==> src/rtl/conv_encoder_tx.sv <==
// Rate-1/2 convolutional encoder (K=3, G0=111, G1=101) with a valid/ready symbol output.
// Optional zero-tail termination is enabled by defining ENC_TAIL_EN.
module conv_encoder_tx #(
  parameter int unsigned N  = 8,
  parameter int unsigned K  = 3,
  parameter logic [K-1:0] G0 = 3'b111,
  parameter logic [K-1:0] G1 = 3'b101
) (
  input  logic         clk,
  input  logic         rst_n,
  input  logic         start,
  input  logic [N-1:0] data_in,
  output logic [1:0]   sym_out,
  output logic         sym_valid,
  input  logic         sym_ready,
  output logic         busy,
  output logic         done
);

  localparam int unsigned SR_W  = K - 1;
  localparam int unsigned CNT_W = $clog2(N + K);
`ifdef ENC_TAIL_EN
  localparam int unsigned LAST_IDX = N + K - 2;
  typedef enum logic [1:0] {S_IDLE = 2'd0, S_ENC = 2'd1, S_TAIL = 2'd2, S_DONE = 2'd3} state_t;
`else
  localparam int unsigned LAST_IDX = N - 1;
  typedef enum logic [1:0] {S_IDLE = 2'd0, S_ENC = 2'd1, S_DONE = 2'd3} state_t;
`endif

  state_t             r_state, w_state_nxt;
  logic [SR_W-1:0]    r_sr, w_sr_nxt;
  logic [N-1:0]       r_frame, w_frame_nxt;
  logic [CNT_W-1:0]   r_cnt, w_cnt_nxt;
  logic [1:0]         r_sym, w_sym_nxt;
  logic               r_valid, w_valid_nxt;
  logic               r_busy;
  logic               r_done, w_done_nxt;
  logic [1:0]         r_rst_sync;
  logic               w_rst_n;
  logic               w_xfer;
  logic [K-1:0]       w_u;

  // Reset asserts asynchronously, releases two clocks after rst_n rises.
  always_ff @(posedge clk or negedge rst_n) begin
    if (!rst_n) r_rst_sync <= 2'b00;
    else        r_rst_sync <= {r_rst_sync[0], 1'b1};
  end
  assign w_rst_n = r_rst_sync[1];

  assign w_xfer = r_valid & sym_ready;

  always_ff @(posedge clk or negedge w_rst_n) begin
    if (!w_rst_n) begin
      r_state <= S_IDLE;
      r_sr    <= '0;
      r_frame <= '0;
      r_cnt   <= '0;
      r_sym   <= 2'b00;
      r_valid <= 1'b0;
      r_busy  <= 1'b0;
      r_done  <= 1'b0;
    end else begin
      r_state <= w_state_nxt;
      r_sr    <= w_sr_nxt;
      r_frame <= w_frame_nxt;
      r_cnt   <= w_cnt_nxt;
      r_sym   <= w_sym_nxt;
      r_valid <= w_valid_nxt;
      r_busy  <= w_valid_nxt;
      r_done  <= w_done_nxt;
    end
  end

  // Frame register shifts left with zero fill, so its MSB is also the tail bit.
  always_comb begin
    w_state_nxt = r_state;
    w_sr_nxt    = r_sr;
    w_frame_nxt = r_frame;
    w_cnt_nxt   = r_cnt;
    case (r_state)
      S_IDLE: begin
        if (start) begin
          w_frame_nxt = data_in;
          w_sr_nxt    = '0;
          w_cnt_nxt   = '0;
          w_state_nxt = S_ENC;
        end
      end
      S_ENC: begin
        if (w_xfer) begin
          w_sr_nxt    = {r_frame[N-1], r_sr[SR_W-1:1]};
          w_frame_nxt = {r_frame[N-2:0], 1'b0};
          w_cnt_nxt   = r_cnt + CNT_W'(1);
          if (r_cnt == CNT_W'(N - 1)) begin
`ifdef ENC_TAIL_EN
            w_state_nxt = S_TAIL;
`else
            w_state_nxt = S_DONE;
`endif
          end
        end
      end
`ifdef ENC_TAIL_EN
      S_TAIL: begin
        if (w_xfer) begin
          w_sr_nxt  = {1'b0, r_sr[SR_W-1:1]};
          w_cnt_nxt = r_cnt + CNT_W'(1);
          if (r_cnt == CNT_W'(LAST_IDX)) w_state_nxt = S_DONE;
        end
      end
`endif
      S_DONE:  w_state_nxt = S_IDLE;
      default: w_state_nxt = S_IDLE;
    endcase
  end

  // Next symbol is computed from next-state values so outputs stay registered with no bubble.
  always_comb begin
    w_valid_nxt = (w_state_nxt == S_ENC);
`ifdef ENC_TAIL_EN
    w_valid_nxt = w_valid_nxt | (w_state_nxt == S_TAIL);
`endif
    w_done_nxt = (w_state_nxt == S_DONE);
    w_u        = {w_frame_nxt[N-1], w_sr_nxt};
    w_sym_nxt  = 2'b00;
    if (w_valid_nxt) w_sym_nxt = {^(w_u & G0), ^(w_u & G1)};
  end

  assign sym_out   = r_sym;
  assign sym_valid = r_valid;
  assign busy      = r_busy;
  assign done      = r_done;

endmodule
==> config.mk <==
export PLATFORM = sky130hd
export DESIGN_NAME = conv_encoder_tx
export DESIGN_NICKNAME = d
export VERILOG_FILES = /design/src/rtl/conv_encoder_tx.sv
export SDC_FILE = /design/constraint.sdc
export NUM_CORES = 1
export LEC_CHECK = 0
export BUFFER_PORTS_ARGS = -buffer_cell sky130_fd_sc_hd__buf_2
export CORE_MARGIN = 1.5
export CORE_UTILIZATION = 47
export DETAILED_ROUTE_END_ITERATION = 8
export HOLD_SLACK_MARGIN = 0.03
export PLACE_DENSITY_LB_ADDON = 0.2
export SLEW_MARGIN = 30
export SYNTH_ARGS = -nofsm -noshare
export SYNTH_HDL_FRONTEND = slang
export SYNTH_SLANG_ARGS = --single-unit
==> constraint.sdc <==
create_clock -name clk -period 0.8 [get_ports clk]
set_clock_uncertainty 0.15 [all_clocks]
set_input_delay 0.16 -clock clk [delete_from_list [all_inputs] [get_ports clk]]
set_output_delay 0.16 -clock clk [all_outputs]
set_load 0.1 [all_outputs]
==> results.txt, run 1 <==
----------------------------------------------------
[Outcome]
  Status ... finished with violations
  Violated checks ... negative hold slack, negative setup slack

[Setup path]
  Startpoint type of the worst setup path ... register
  Critical Path AT ... 1.95 ns
  Maximum fanout along the worst path ... 4
  Top delay family on crit path ... flip-flops
  Category of the most critical setup path ... register to register
  Max stage delay on crit path ... 0.40 ns
  Library cell contributing the largest single delay on the critical path ... sky130_fd_sc_hd__dfrtp_1
  WP buf/inv ... 1
  Cells traversed along the worst timing path ... buf_6 > nor3b_4 > nor2_2 > a22o_4 > xnor2_4 > mux2_4
  Setup crit end kind ... register
  CP required ... 0.84 ns

[Timing]
  Max Clock Freq ... 524 MHz
  Final count of negative-setup-slack endpoints ... 25
  Final hold slack ... -0.0803 ns
  Period minus WS final ... 1.91 ns
  Fin. Hold Viols ... 7
  Minimum setup slack in the final design ... -1.11 ns
  Setup repair after global routing missed its margin ... yes
  Slew Limit Fails ... 0
  Fraction of the cycle the final worst path needs ... 239%

[Logic synthesis]
  Adder-cell area share of the yosys netlist ... 1.31%
  Combinational family with the most area after synthesis ... simple AND/OR/NAND/NOR gates
  Top_reg_cell synth ... sky130_fd_sc_hd__dfrtp_1
  Post-synthesis mux area share ... 2.75%
  Synth warn ... 0
  Avg Cell Area, Syn ... 12.4 um^2
  Most common library cells after synthesis ... sky130_fd_sc_hd__dfrtp_1, sky130_fd_sc_hd__nand2_1, sky130_fd_sc_hd__a22oi_1
  Sequential cell area fraction in the yosys report ... 57.7%
  Proportion of register bits with asynchronous set or reset after synthesis ... 100%
  Cell with the most instances after synthesis ... sky130_fd_sc_hd__dfrtp_1
  Xor/xnor cell area share of the yosys netlist ... 3.80%
  Post-synthesis share of cell area spent on and, or, nand and nor gates ... 15.6%
  Synthesized cell area ... 955 um^2
  Number of flops mapped to enable cells by yosys ... 0
  Number of instances in the synthesized netlist ... 77
  Count of distinct cell types in the synthesized netlist ... 28
  Fraction of post-synthesis cell area in the top cell type by area ... 57.7%
  Share of the synthesized area in compound gates (AO/OA/AOI/OAI) ... 14.8%
  Area contributors post-synth ... sky130_fd_sc_hd__dfrtp_1, sky130_fd_sc_hd__nand2_1, sky130_fd_sc_hd__a22oi_1
  Seq cells post-synth ... 22
  Cell type with the largest total area after synthesis ... sky130_fd_sc_hd__dfrtp_1
  Net Count, Synth ... 90

[CTS]
  Buffer depth of the longest clock path ... 2
  Clock insertion delay at the later pin of the skew report ... 0.30 ns
  Count of hold-fix buffers inserted at cts ... 1
  H-tree depth ... 1
  Clock tree sinks ... 22
  Clock buffer count from CTS ... 3
  TritonCTS clock tree ... done
  Root Driver ... sky130_fd_sc_hd__clkbuf_4
  Clock-pin slew on the worst setup and hold paths ... 0.12 ns

[Final layout]
  Finished Core Util ... 74.2%
  Fraction of layout instances using a drive strength above 1 ... 55.9%
  Antenna fix cells ... 0
  Layout area overhead ... 51.0%
  Post-Layout Cell Count ... 145
  Final nets ... 132
  Final instance area ... 0.00144 mm^2

[Power]
  Combinational fraction of design power ... 54.4%
  P_leak ... 0.712 nW
  Share of power burned in the clock network ... 11.9%
  Power spent charging and discharging nets ... 1.85 mW
  Sw frac ... 37.3%
  Worst supply voltage drop on vdd ... 2.15 mV
  Power Density ... 3440 mW/mm^2
  Sequential share of power ... 33.7%
  Cell Int Power ... 3.10 mW

[Placed design]
  Placed insts ... 134
  Number of I/O port buffers ... 16
  Half-perimeter wire length after placement ... 1340 um
  GP Congestion ... 0.790
  Cell area after placement ... 0.00128 mm^2

[Route]
  Routed Wire Length ... 1880 um
  Number of DRC markers after the initial detailed-route iteration ... 12
  Via-to-Cell Ratio ... 5.01
  Final ANT Viol Nets ... 0
  Number of vias after detailed routing ... 727
  Number of iterations in the first detailed-routing pass ... 4
  DRC violation count after routing ... 0
  Average routed wire per standard cell ... 13.0 um

[Global route]
  Antenna violations before repair ... 0
  First-pass GRT wire length ... 2990 um
  Vias in the first global route ... 706
  Largest net degree at the start of global routing ... 21
  Tot GR Track Use ... 18.9%
  Total congestion overflow after global routing ... 0

[Floorplan]
  Num rows ... 16
  Number of I/O pins ... 17
  Die outline area ... 0.00231 mm^2
  Die height ... 48.1 um
  Initial Utilization ... 49.2%
  Width of the die ... 48.1 um
  CORE AREA ... 0.00194 mm^2

[Job]
  Number of max-cap violations ... 0

[Worst hold path]
  Kind of path behind the tightest hold check ... primary input to register

----------------------------------------------------
[worst reg2reg max path, stage by stage (launching register included)]
cell and delay [ns]:
sky130_fd_sc_hd__dfrtp_1 0.40, sky130_fd_sc_hd__buf_6 0.12, sky130_fd_sc_hd__nor3b_4 0.26, sky130_fd_sc_hd__nor2_2 0.11
sky130_fd_sc_hd__a22o_4 0.26, sky130_fd_sc_hd__xnor2_4 0.18, sky130_fd_sc_hd__mux2_4 0.32
[area by class of cell]
class / count / area, um^2
Multi-Input combinational cell: 49 / 420
Sequential cell: 22 / 567
Timing Repair Buffer: 40 / 373
Inverter: 3 / 11.3
Fill cell: 132 / 500
Tap cell: 27 / 33.8
Clock buffer: 4 / 36.3
[stage by stage]
step	power (mW)	hold WS [ns]	worst slack, ns	TNS [ns]
floorplan	3.20	-0.286	-1.24	-15.64
global placement	3.99	-0.206	-1.06	-13.14
detailed placement	4.07	-0.202	-1.09	-13.27
CTS	4.96	-0.0922	-1.09	-16.01
global route	5.22	-0.0810	-1.18	-17.61
finish	4.95	-0.0803	-1.11	-16.31
[cell families after synthesis]
kind of cell,after synthesis
AOI/OAI and AO/OA,16
xor gates and xnor gates,2
adders and majority gates,1
buffers and inverters,6
DFF,22
muxes,2
other,1
and+or+nand+nor,27
[cell usage in the layout (no fill, tap or decap), types with 2 or more instances in the layout]
cell type                  count
sky130_fd_sc_hd__clkbuf_4      3
sky130_fd_sc_hd__dfrtp_1      17
sky130_fd_sc_hd__a22o_4        3
sky130_fd_sc_hd__inv_2         2
sky130_fd_sc_hd__dfrtp_4       4
sky130_fd_sc_hd__buf_12        6
sky130_fd_sc_hd__a22o_1        3
sky130_fd_sc_hd__a22oi_1       6
sky130_fd_sc_hd__nand2_1      13
sky130_fd_sc_hd__buf_4        16
sky130_fd_sc_hd__nor2_1        4
sky130_fd_sc_hd__buf_2        11
sky130_fd_sc_hd__buf_6         6
[worst paths after layout]
check | start | end | slack, ns | cells after the start
max | r_state[1]$_DFF_PN0_ | sym_out[1]$_DFF_PN0_ | -1.11 | 6
min | data_in[1] | r_frame[1]$_DFFE_PN0P_ | -0.08 | 3
max reg2reg | r_state[1]$_DFF_PN0_ | sym_out[1]$_DFF_PN0_ | -1.11 | 6
min reg2reg | r_rst_sync[1]$_DFF_PN0_ | r_cnt[2]$_DFFE_PN0P_ | 0.04 | 1
max in group asynchronous | r_rst_sync[1]$_DFF_PN0_ | sym_out[1]$_DFF_PN0_ | 0.31 | 1
min in group asynchronous | rst_n | r_rst_sync[1]$_DFF_PN0_ | 0.01 | 2
[power groups by stage]
stage          logic, mW  clock network (mW)  registers [mW]
6_report            2.69               0.591            1.67
2_1_floorplan       1.11                   0            2.09
3_3_place_gp        2.33                   0            1.67
3_5_place_dp        2.39                   0            1.68
4_1_cts             2.68               0.616            1.66
5_1_grt             2.87               0.642            1.70
[flip-flops by register name (all words and copies together) (netlist names)]
name,count
r_frame,8
busy,1
r_sr,2
sym_out,2
done,1
r_state,2
r_rst_sync,2
r_cnt,4
[repair_timing]
action | CTS | global route
hold endpoints to repair | 10 | 9
setup endpoints to repair | 25 | 25
resized for setup | 13 | 1
pin swaps | 4 | 2
buffers inserted | 6 | 0
[per-layer routing]
layer	up-vias	share of wire (%)	GRT usage (%)
met5	-	0	0
met4	0	0.48	4.86
met3	2	2.4	2.26
met2	11	55	34.9
met1	362	42	23.2
li1	352	-	-
Power figures use the tool's default switching activity.
==> run 2: changes to the inputs <==
--- a/config.mk
+++ b/config.mk
@@ -11,6 +11,7 @@
 export DETAILED_ROUTE_END_ITERATION = 8
 export HOLD_SLACK_MARGIN = 0.03
 export PLACE_DENSITY_LB_ADDON = 0.2
+export SETUP_SLACK_MARGIN = 0.4
 export SLEW_MARGIN = 30
 export SYNTH_ARGS = -nofsm -noshare
 export SYNTH_HDL_FRONTEND = slang
==> run 2 against run 1 <==
Compared with the run above: the run still ends with negative hold slack, negative setup slack left; setup slack lost 0.0075 ns; final area is 3.7% higher; wire length up 7.0%; critical path type unchanged; register-to-register slack is essentially flat; sequential power about the same; worst hold slack worse by 0.46 ns; clock-buffer cell count unchanged; non-clock buffer count grew 2; utilization increased by 2.8 points; highest routed layer unchanged; clock power increased by 2%.
==> results.txt, run 2 (synthesis results as in run 1) <==
----------------------------------------------------
[Timing]
  Setup repair after global routing missed its margin ... yes
  Period minus WS final ... 1.92 ns (+0.00751 ns)
  Minimum setup slack in the final design ... -1.12 ns (-0.00751 ns)
  Post-route setup TNS ... -16.36 ns (-0.0501 ns)
  Final hold slack ... -0.539 ns (-0.459 ns)
  Final count of negative-setup-slack endpoints ... 25 (unchanged)
  Max Clock Freq ... 521 MHz (-0.39%)
  Fraction of the cycle the final worst path needs ... 240% (+0.94 points)
  Fin. Hold Viols ... 9 (+2)
  Slew Limit Fails ... 0 (unchanged)

[Power]
  Share of power burned in the clock network ... 12.0% (about the same)
  Worst supply voltage drop on vdd ... 2.16 mV (+0.24%)
  Sw frac ... 37.5% (+0.11 points)
  Tot Pwr ... 5.00 mW (+0.99%)
  Power Density ... 3350 mW/mm^2 (-2.6%)
  Combinational fraction of design power ... 54.5% (about the same)
  P_leak ... 0.739 nW (+3.8%)
  Sequential share of power ... 33.5% (-0.2 points)
  Cell Int Power ... 3.13 mW (+0.82%)
  Power spent charging and discharging nets ... 1.87 mW (+1.3%)

[CTS]
  Root Driver ... sky130_fd_sc_hd__clkbuf_4
  TritonCTS clock tree ... done
  Clock insertion delay at the later pin of the skew report ... 0.30 ns (about the same)
  Clock tree sinks ... 22 (unchanged)
  Buffer depth of the longest clock path ... 2 (unchanged)
  Clock-pin slew on the worst setup and hold paths ... 0.11 ns (about the same)
  H-tree depth ... 1 (unchanged)
  Clock buffer count from CTS ... 3 (unchanged)

[Final layout]
  Fraction of layout instances using a drive strength above 1 ... 57.5% (+1.6 points)
  Layout area overhead ... 56.6%
  Most used cells in the layout excluding fill and tap cells ... sky130_fd_sc_hd__dfrtp_1, sky130_fd_sc_hd__buf_4, sky130_fd_sc_hd__nand2_1, sky130_fd_sc_hd__buf_2, sky130_fd_sc_hd__buf_6
  Most common cell after layout, fill and taps aside ... sky130_fd_sc_hd__dfrtp_1
  Register with the most flip-flops ... r_frame
  Regs by FF count ... r_frame x8, r_cnt x4
  Antenna fix cells ... 0 (unchanged)
  Final nets ... 134 (+1.5%)
  Final instance area ... 0.00150 mm^2 (+3.7%)
  Finished Core Util ... 77.0% (+2.8 points)
  Post-Layout Cell Count ... 147 (+1.4%)
  Largest register FFs ... 8 (unchanged)

[Route]
  DRC violation count after routing ... 0 (unchanged)
  Metal1 wirelength ... 815 um (+2.9%)
  Number of iterations in the first detailed-routing pass ... 4 (unchanged)
  Routed Wire Length ... 2020 um (+7.0%)
  Met2 wire length ... 1130 um (+8.8%)
  Number of vias after detailed routing ... 764 (+5.1%)
  Top metal layer carrying routed signals ... met4
  Via-to-Cell Ratio ... 5.20 (+3.7%)
  Average routed wire per standard cell ... 13.7 um (+5.6%)
  Number of DRC markers after the initial detailed-route iteration ... 10 (-2)
  Detailed-routed wire length on met3 ... 48 um (+4.3%)
  Final ANT Viol Nets ... 0 (unchanged)

[Setup path]
  Category of the most critical setup path ... register to register
  Setup crit end kind ... register
  CP required ... 0.85 ns (about the same)
  Startpoint type of the worst setup path ... register
  Critical Path AT ... 1.97 ns (+0.02 ns)
  Depth of the worst register-to-register path ... 6 (unchanged)
  Maximum fanout along the worst path ... 4 (unchanged)

[Worst hold path]
  Kind of path behind the tightest hold check ... primary input to async pin

[Placed design]
  GP Congestion ... 0.790 (unchanged)
  Half-perimeter wire length after placement ... 1340 um (unchanged)
  Setup Slack @ Placement ... -1.09 ns (unchanged)
  Placed insts ... 134 (unchanged)
  Number of I/O port buffers ... 16 (unchanged)
  Cell area after placement ... 0.00128 mm^2 (unchanged)

[Floorplan]
  Num rows ... 16 (unchanged)
  Width of the die ... 48.1 um (unchanged)
  Initial Utilization ... 49.2% (unchanged)
  CORE AREA ... 0.00194 mm^2 (unchanged)
  Die height ... 48.1 um (unchanged)
  Die outline area ... 0.00231 mm^2 (unchanged)
  Number of I/O pins ... 17 (unchanged)

[Global route]
  Tot GR Track Use ... 20.3% (+1.4 points)
  Largest net degree at the start of global routing ... 13 (-38%)
  Total congestion overflow after global routing ... 0 (unchanged)
  First-pass GRT wire length ... 3190 um (+6.4%)
  Vias in the first global route ... 742 (+5.1%)
  Antenna violations before repair ... 0 (unchanged)

[Job]
  Number of max-cap violations ... 0 (unchanged)

[Outcome]
  Status ... finished with violations
  Violated checks ... negative hold slack, negative setup slack

----------------------------------------------------
run 2: path summary, 6_finish.rpt:
| kind | startpoint | endpoint | slack (ns) |
|---|---|---|---|
| max | r_state[1]$_DFF_PN0_ | sym_out[1]$_DFF_PN0_ | -1.12 |
| min in group clk | data_in[1] | r_frame[1]$_DFFE_PN0P_ | -0.09 |
| max in group asynchronous | r_rst_sync[1]$_DFF_PN0_ | r_cnt[2]$_DFFE_PN0P_ | 0.22 |
| min | rst_n | r_rst_sync[1]$_DFF_PN0_ | -0.54 |
| max reg2reg | r_state[1]$_DFF_PN0_ | sym_out[1]$_DFF_PN0_ | -1.12 |
| min reg2reg | r_rst_sync[1]$_DFF_PN0_ | done$_DFF_PN0_ | 0.10 |
run 2: per-layer routing:
metal | vias up | global-route usage (%)
met5 | - | 0
met4 | 0 | 4.86
met3 | 5 | 2.26
met2 | 11 | 38.9
met1 | 388 | 23.9
li1 | 360 | -
run 2: area by class of cell:
type                       count  area [um^2]
timing repair buffer          42          427
inverter                       3         11.3
tap                           27         33.8
fill                         125          447
clock buffer                   4         36.3
sequential                    22          567
multi-input combinational     49          420
run 2: worst max-delay path: stages (launching register included):
cell and delay (ns):
sky130_fd_sc_hd__dfrtp_1 0.41, sky130_fd_sc_hd__buf_6 0.12, sky130_fd_sc_hd__nor3b_4 0.26, sky130_fd_sc_hd__nor2_2 0.11, sky130_fd_sc_hd__a22o_4 0.25, sky130_fd_sc_hd__xnor2_4 0.18
sky130_fd_sc_hd__mux2_4 0.32
run 2: timing repair:
action | 4_1_cts | 5_1_grt
hold endpoints to repair | 10 | 10
endpoints found under the setup margin | 46 | 46
pin swaps | 4 | 2
cloned | 2 | 0
buffers inserted | 7 | 0
resized for setup | 16 | 2
run 2: power groups by stage:
stage / logic (mW) / clock network [mW] / registers, mW
2_1_floorplan: 1.11 / 0 / 2.09
3_3_place_gp: 2.33 / 0 / 1.67
3_5_place_dp: 2.39 / 0 / 1.68
4_1_cts: 2.72 / 0.616 / 1.67
5_1_grt: 2.91 / 0.644 / 1.71
6_report: 2.73 / 0.602 / 1.67
==> run 3: changes to the inputs <==
==> config.mk (replaced) <==
export PLATFORM = sky130hd
export DESIGN_NAME = conv_encoder_tx
export DESIGN_NICKNAME = d
export VERILOG_FILES = /design/src/rtl/conv_encoder_tx.sv
export SDC_FILE = /design/constraint.sdc
export NUM_CORES = 1
export LEC_CHECK = 0
export BUFFER_PORTS_ARGS = -buffer_cell sky130_fd_sc_hd__buf_4
export CORE_MARGIN = 1.5
export CORE_UTILIZATION = 47
export DETAILED_ROUTE_END_ITERATION = 8
export HOLD_SLACK_MARGIN = 0.03
export MAX_ROUTING_LAYER = met4
export PLACE_DENSITY_LB_ADDON = 0.2
export SETUP_SLACK_MARGIN = 0.4
export SLEW_MARGIN = 40
export SYNTH_ARGS = -nofsm -noshare
export SYNTH_HDL_FRONTEND = slang
export SYNTH_SLANG_ARGS = --single-unit
==> run 3 against run 2 <==
Compared with the run above: the flow still finishes with violations (negative hold slack, negative setup slack); combinational power rose by 5%; maximum frequency is 2.5% higher; largest cell class unchanged; non-clock buffer count grew 3; utilization rose by 3.5 points; sequential power about the same.
==> results.txt, run 3 (synthesis results as in run 1) <==
----------------------------------------------------
[Final layout]
  Regs by FF count ... r_frame x8, r_cnt x4
  Antenna fix cells ... 0 (unchanged)
  Most used cells in the layout excluding fill and tap cells ... sky130_fd_sc_hd__buf_4, sky130_fd_sc_hd__dfrtp_1, sky130_fd_sc_hd__nand2_1, sky130_fd_sc_hd__a22oi_1, sky130_fd_sc_hd__buf_12
  Final nets ... 137 (+2.2%)
  Multi-input gate area ... 428 um^2 (+1.8%)
  Register with the most flip-flops ... r_frame
  Layout area overhead ... 63.7%
  Most common cell after layout, fill and taps aside ... sky130_fd_sc_hd__buf_4
  Footprint of the flip-flops and latches ... 567 um^2 (unchanged)
  Number of filler cells placed in the layout ... 107 (-14%)
  Fraction of layout instances using a drive strength above 1 ... 60.2% (+2.7 points)
  Largest register FFs ... 8 (unchanged)

[Outcome]
  Violated checks ... negative hold slack, negative setup slack
  Status ... finished with violations

[Route]
  Number of vias after detailed routing ... 766 (+0.26%)
  DRC violation count after routing ... 0 (unchanged)
  Number of iterations in the first detailed-routing pass ... 4 (unchanged)
  Average routed wire per standard cell ... 14.8 um (+7.9%)
  Final ANT Viol Nets ... 0 (unchanged)
  Routed Wire Length ... 2220 um (+10%)
  Via-to-Cell Ratio ... 5.11 (-1.7%)
  Number of DRC markers after the initial detailed-route iteration ... 16 (+6)

[CTS]
  Root Driver ... sky130_fd_sc_hd__clkbuf_4
  Buffer depth of the longest clock path ... 2 (unchanged)
  Clock-pin slew on the worst setup and hold paths ... 0.12 ns (about the same)
  Clock insertion delay at the later pin of the skew report ... 0.30 ns (about the same)
  TritonCTS clock tree ... done
  Clock tree sinks ... 22 (unchanged)
  Clock buffer count from CTS ... 3 (unchanged)
  H-tree depth ... 1 (unchanged)

[Timing]
  Final hold slack ... -0.531 ns (+0.00834 ns)
  Fin. Hold Viols ... 9 (unchanged)
  Minimum setup slack in the final design ... -1.07 ns (+0.0475 ns)
  Setup repair after global routing missed its margin ... yes
  Slew Limit Fails ... 0 (unchanged)
  Period minus WS final ... 1.87 ns (-0.0475 ns)
  Final count of negative-setup-slack endpoints ... 25 (unchanged)
  Max Clock Freq ... 535 MHz (+2.5%)
  Fraction of the cycle the final worst path needs ... 234% (-5.9 points)
  Post-route setup TNS ... -17.46 ns (-1.10 ns)

[Power]
  Worst supply voltage drop on vdd ... 2.58 mV (+20%)
  Power Density ... 3300 mW/mm^2 (-1.5%)
  Combinational fraction of design power ... 55.6% (+1.1 points)
  Cell Int Power ... 3.22 mW (+2.8%)
  Share of power burned in the clock network ... 11.5% (-0.5 points)
  Sequential share of power ... 32.9% (-0.6 points)
  Sw frac ... 37.6% (+0.10 points)
  P_leak ... 0.764 nW (+3.4%)
  Power spent charging and discharging nets ... 1.93 mW (+3.2%)

[Global route]
  Tot GR Track Use ... 22.9% (+2.6 points)
  Antenna violations before repair ... 0 (unchanged)
  Vias in the first global route ... 778 (+4.9%)
  First-pass GRT wire length ... 3390 um (+6.3%)
  Total congestion overflow after global routing ... 0 (unchanged)
  Largest net degree at the start of global routing ... 13 (unchanged)

[Setup path]
  Depth of the worst register-to-register path ... 5 (-1)
  Category of the most critical setup path ... register to register
  Setup crit end kind ... register
  CP required ... 0.85 ns (about the same)
  Worst reg2reg path endpoint ... sym_out[1]$_DFF_PN0_
  Maximum fanout along the worst path ... 5 (+1)
  Reg-to-Reg Start ... busy$_DFF_PN0_
  Worst R2R Setup Slack ... -1.07 ns (+0.05 ns)
  Critical Path AT ... 1.92 ns (-0.05 ns)
  Startpoint type of the worst setup path ... register

[Floorplan]
  Die outline area ... 0.00231 mm^2 (unchanged)
  Die height ... 48.1 um (unchanged)
  Initial Utilization ... 49.2% (unchanged)
  Width of the die ... 48.1 um (unchanged)
  Num rows ... 16 (unchanged)
  Number of I/O pins ... 17 (unchanged)
  CORE AREA ... 0.00194 mm^2 (unchanged)

[Placed design]
  GP Congestion ... 0.879 (+11%)
  Number of I/O port buffers ... 16 (unchanged)
  Setup Slack @ Placement ... -1.09 ns (+0.00163 ns)
  Half-perimeter wire length after placement ... 1350 um (+0.81%)

[Job]
  Number of max-cap violations ... 0 (unchanged)

[Worst hold path]
  Kind of path behind the tightest hold check ... primary input to async pin

----------------------------------------------------
==> run 3: stage by stage <==
stage	power (mW)	cell area, um^2	hold slack, ns	util (%)	std cells
final	5.15	1560	-0.531	80.5	150
after global routing	5.42	1560	-0.546	80.5	150
after CTS	4.95	1510	-0.545	77.6	146
after detailed placement	3.88	1250	-0.205	64.3	134
after global placement	3.80	1250	-0.207	64.3	134
after floorplan	3.20	978	-0.286	-	77
==> run 3: power by group through the flow <==
| stage | clock [mW] | sequential [mW] | combinational [mW] |
|---|---|---|---|
| 3_3_place_gp | 0 | 1.65 | 2.15 |
| 6_report | 0.594 | 1.69 | 2.86 |
| 3_5_place_dp | 0 | 1.67 | 2.21 |
| 5_1_grt | 0.640 | 1.72 | 3.06 |
| 2_1_floorplan | 0 | 2.09 | 1.11 |
| 4_1_cts | 0.617 | 1.69 | 2.65 |
==> run 3: how the worst max path moves through the flow <==
stage / startpoint / to / slack [ns] / depth (start not counted)
after floorplan: busy$_DFF_PN0_ / sym_out[1]$_DFF_PN0_ / -1.24 / 6
after global placement: r_state[1]$_DFF_PN0_ / sym_out[1]$_DFF_PN0_ / -1.04 / 5
after detailed placement: r_state[1]$_DFF_PN0_ / sym_out[1]$_DFF_PN0_ / -1.09 / 5
after CTS: r_state[1]$_DFF_PN0_ / sym_out[1]$_DFF_PN0_ / -1.06 / 5
after global routing: r_state[0]$_DFF_PN0_ / sym_out[1]$_DFF_PN0_ / -1.12 / 6
final: busy$_DFF_PN0_ / sym_out[1]$_DFF_PN0_ / -1.07 / 5
==> run 3: layer usage <==
metal  routed length (um)  global-route usage [%]  vias to the layer above
li1                     -                       -                      362
met1                  903                    26.1                      374
met2                 1200                    38.7                       26
met3                   78                    4.53                        4
met4                   33                    10.3                        0
met5                    0                       -                        -
==> run 3: layout make-up <==
| class | instances | area share [%] |
|---|---|---|
| Sequential cell | 22 | 36.3 |
| Timing Repair Buffer | 45 | 31.1 |
| Multi-Input combinational cell | 49 | 27.4 |
| Clock buffer | 4 | 2.32 |
| Tap cell | 27 | 2.16 |
| Inverter | 3 | 0.721 |
==> run 3: what timing repair did <==
action | CTS | global route
endpoints found under the setup margin | 46 | 46
endpoints found under the hold margin | 10 | 10
buffers inserted | 5 | 4
pin swaps | 4 | 1
resized for setup | 27 | 9
gates cloned | 3 | 0
==> run 3: worst max-delay path: stages (launching register included) <==
cell and delay [ns]:
sky130_fd_sc_hd__dfrtp_4 0.50, sky130_fd_sc_hd__and4b_4 0.22, sky130_fd_sc_hd__a22o_1 0.22, sky130_fd_sc_hd__a21o_4 0.21, sky130_fd_sc_hd__xnor2_4 0.17, sky130_fd_sc_hd__mux2_4 0.31
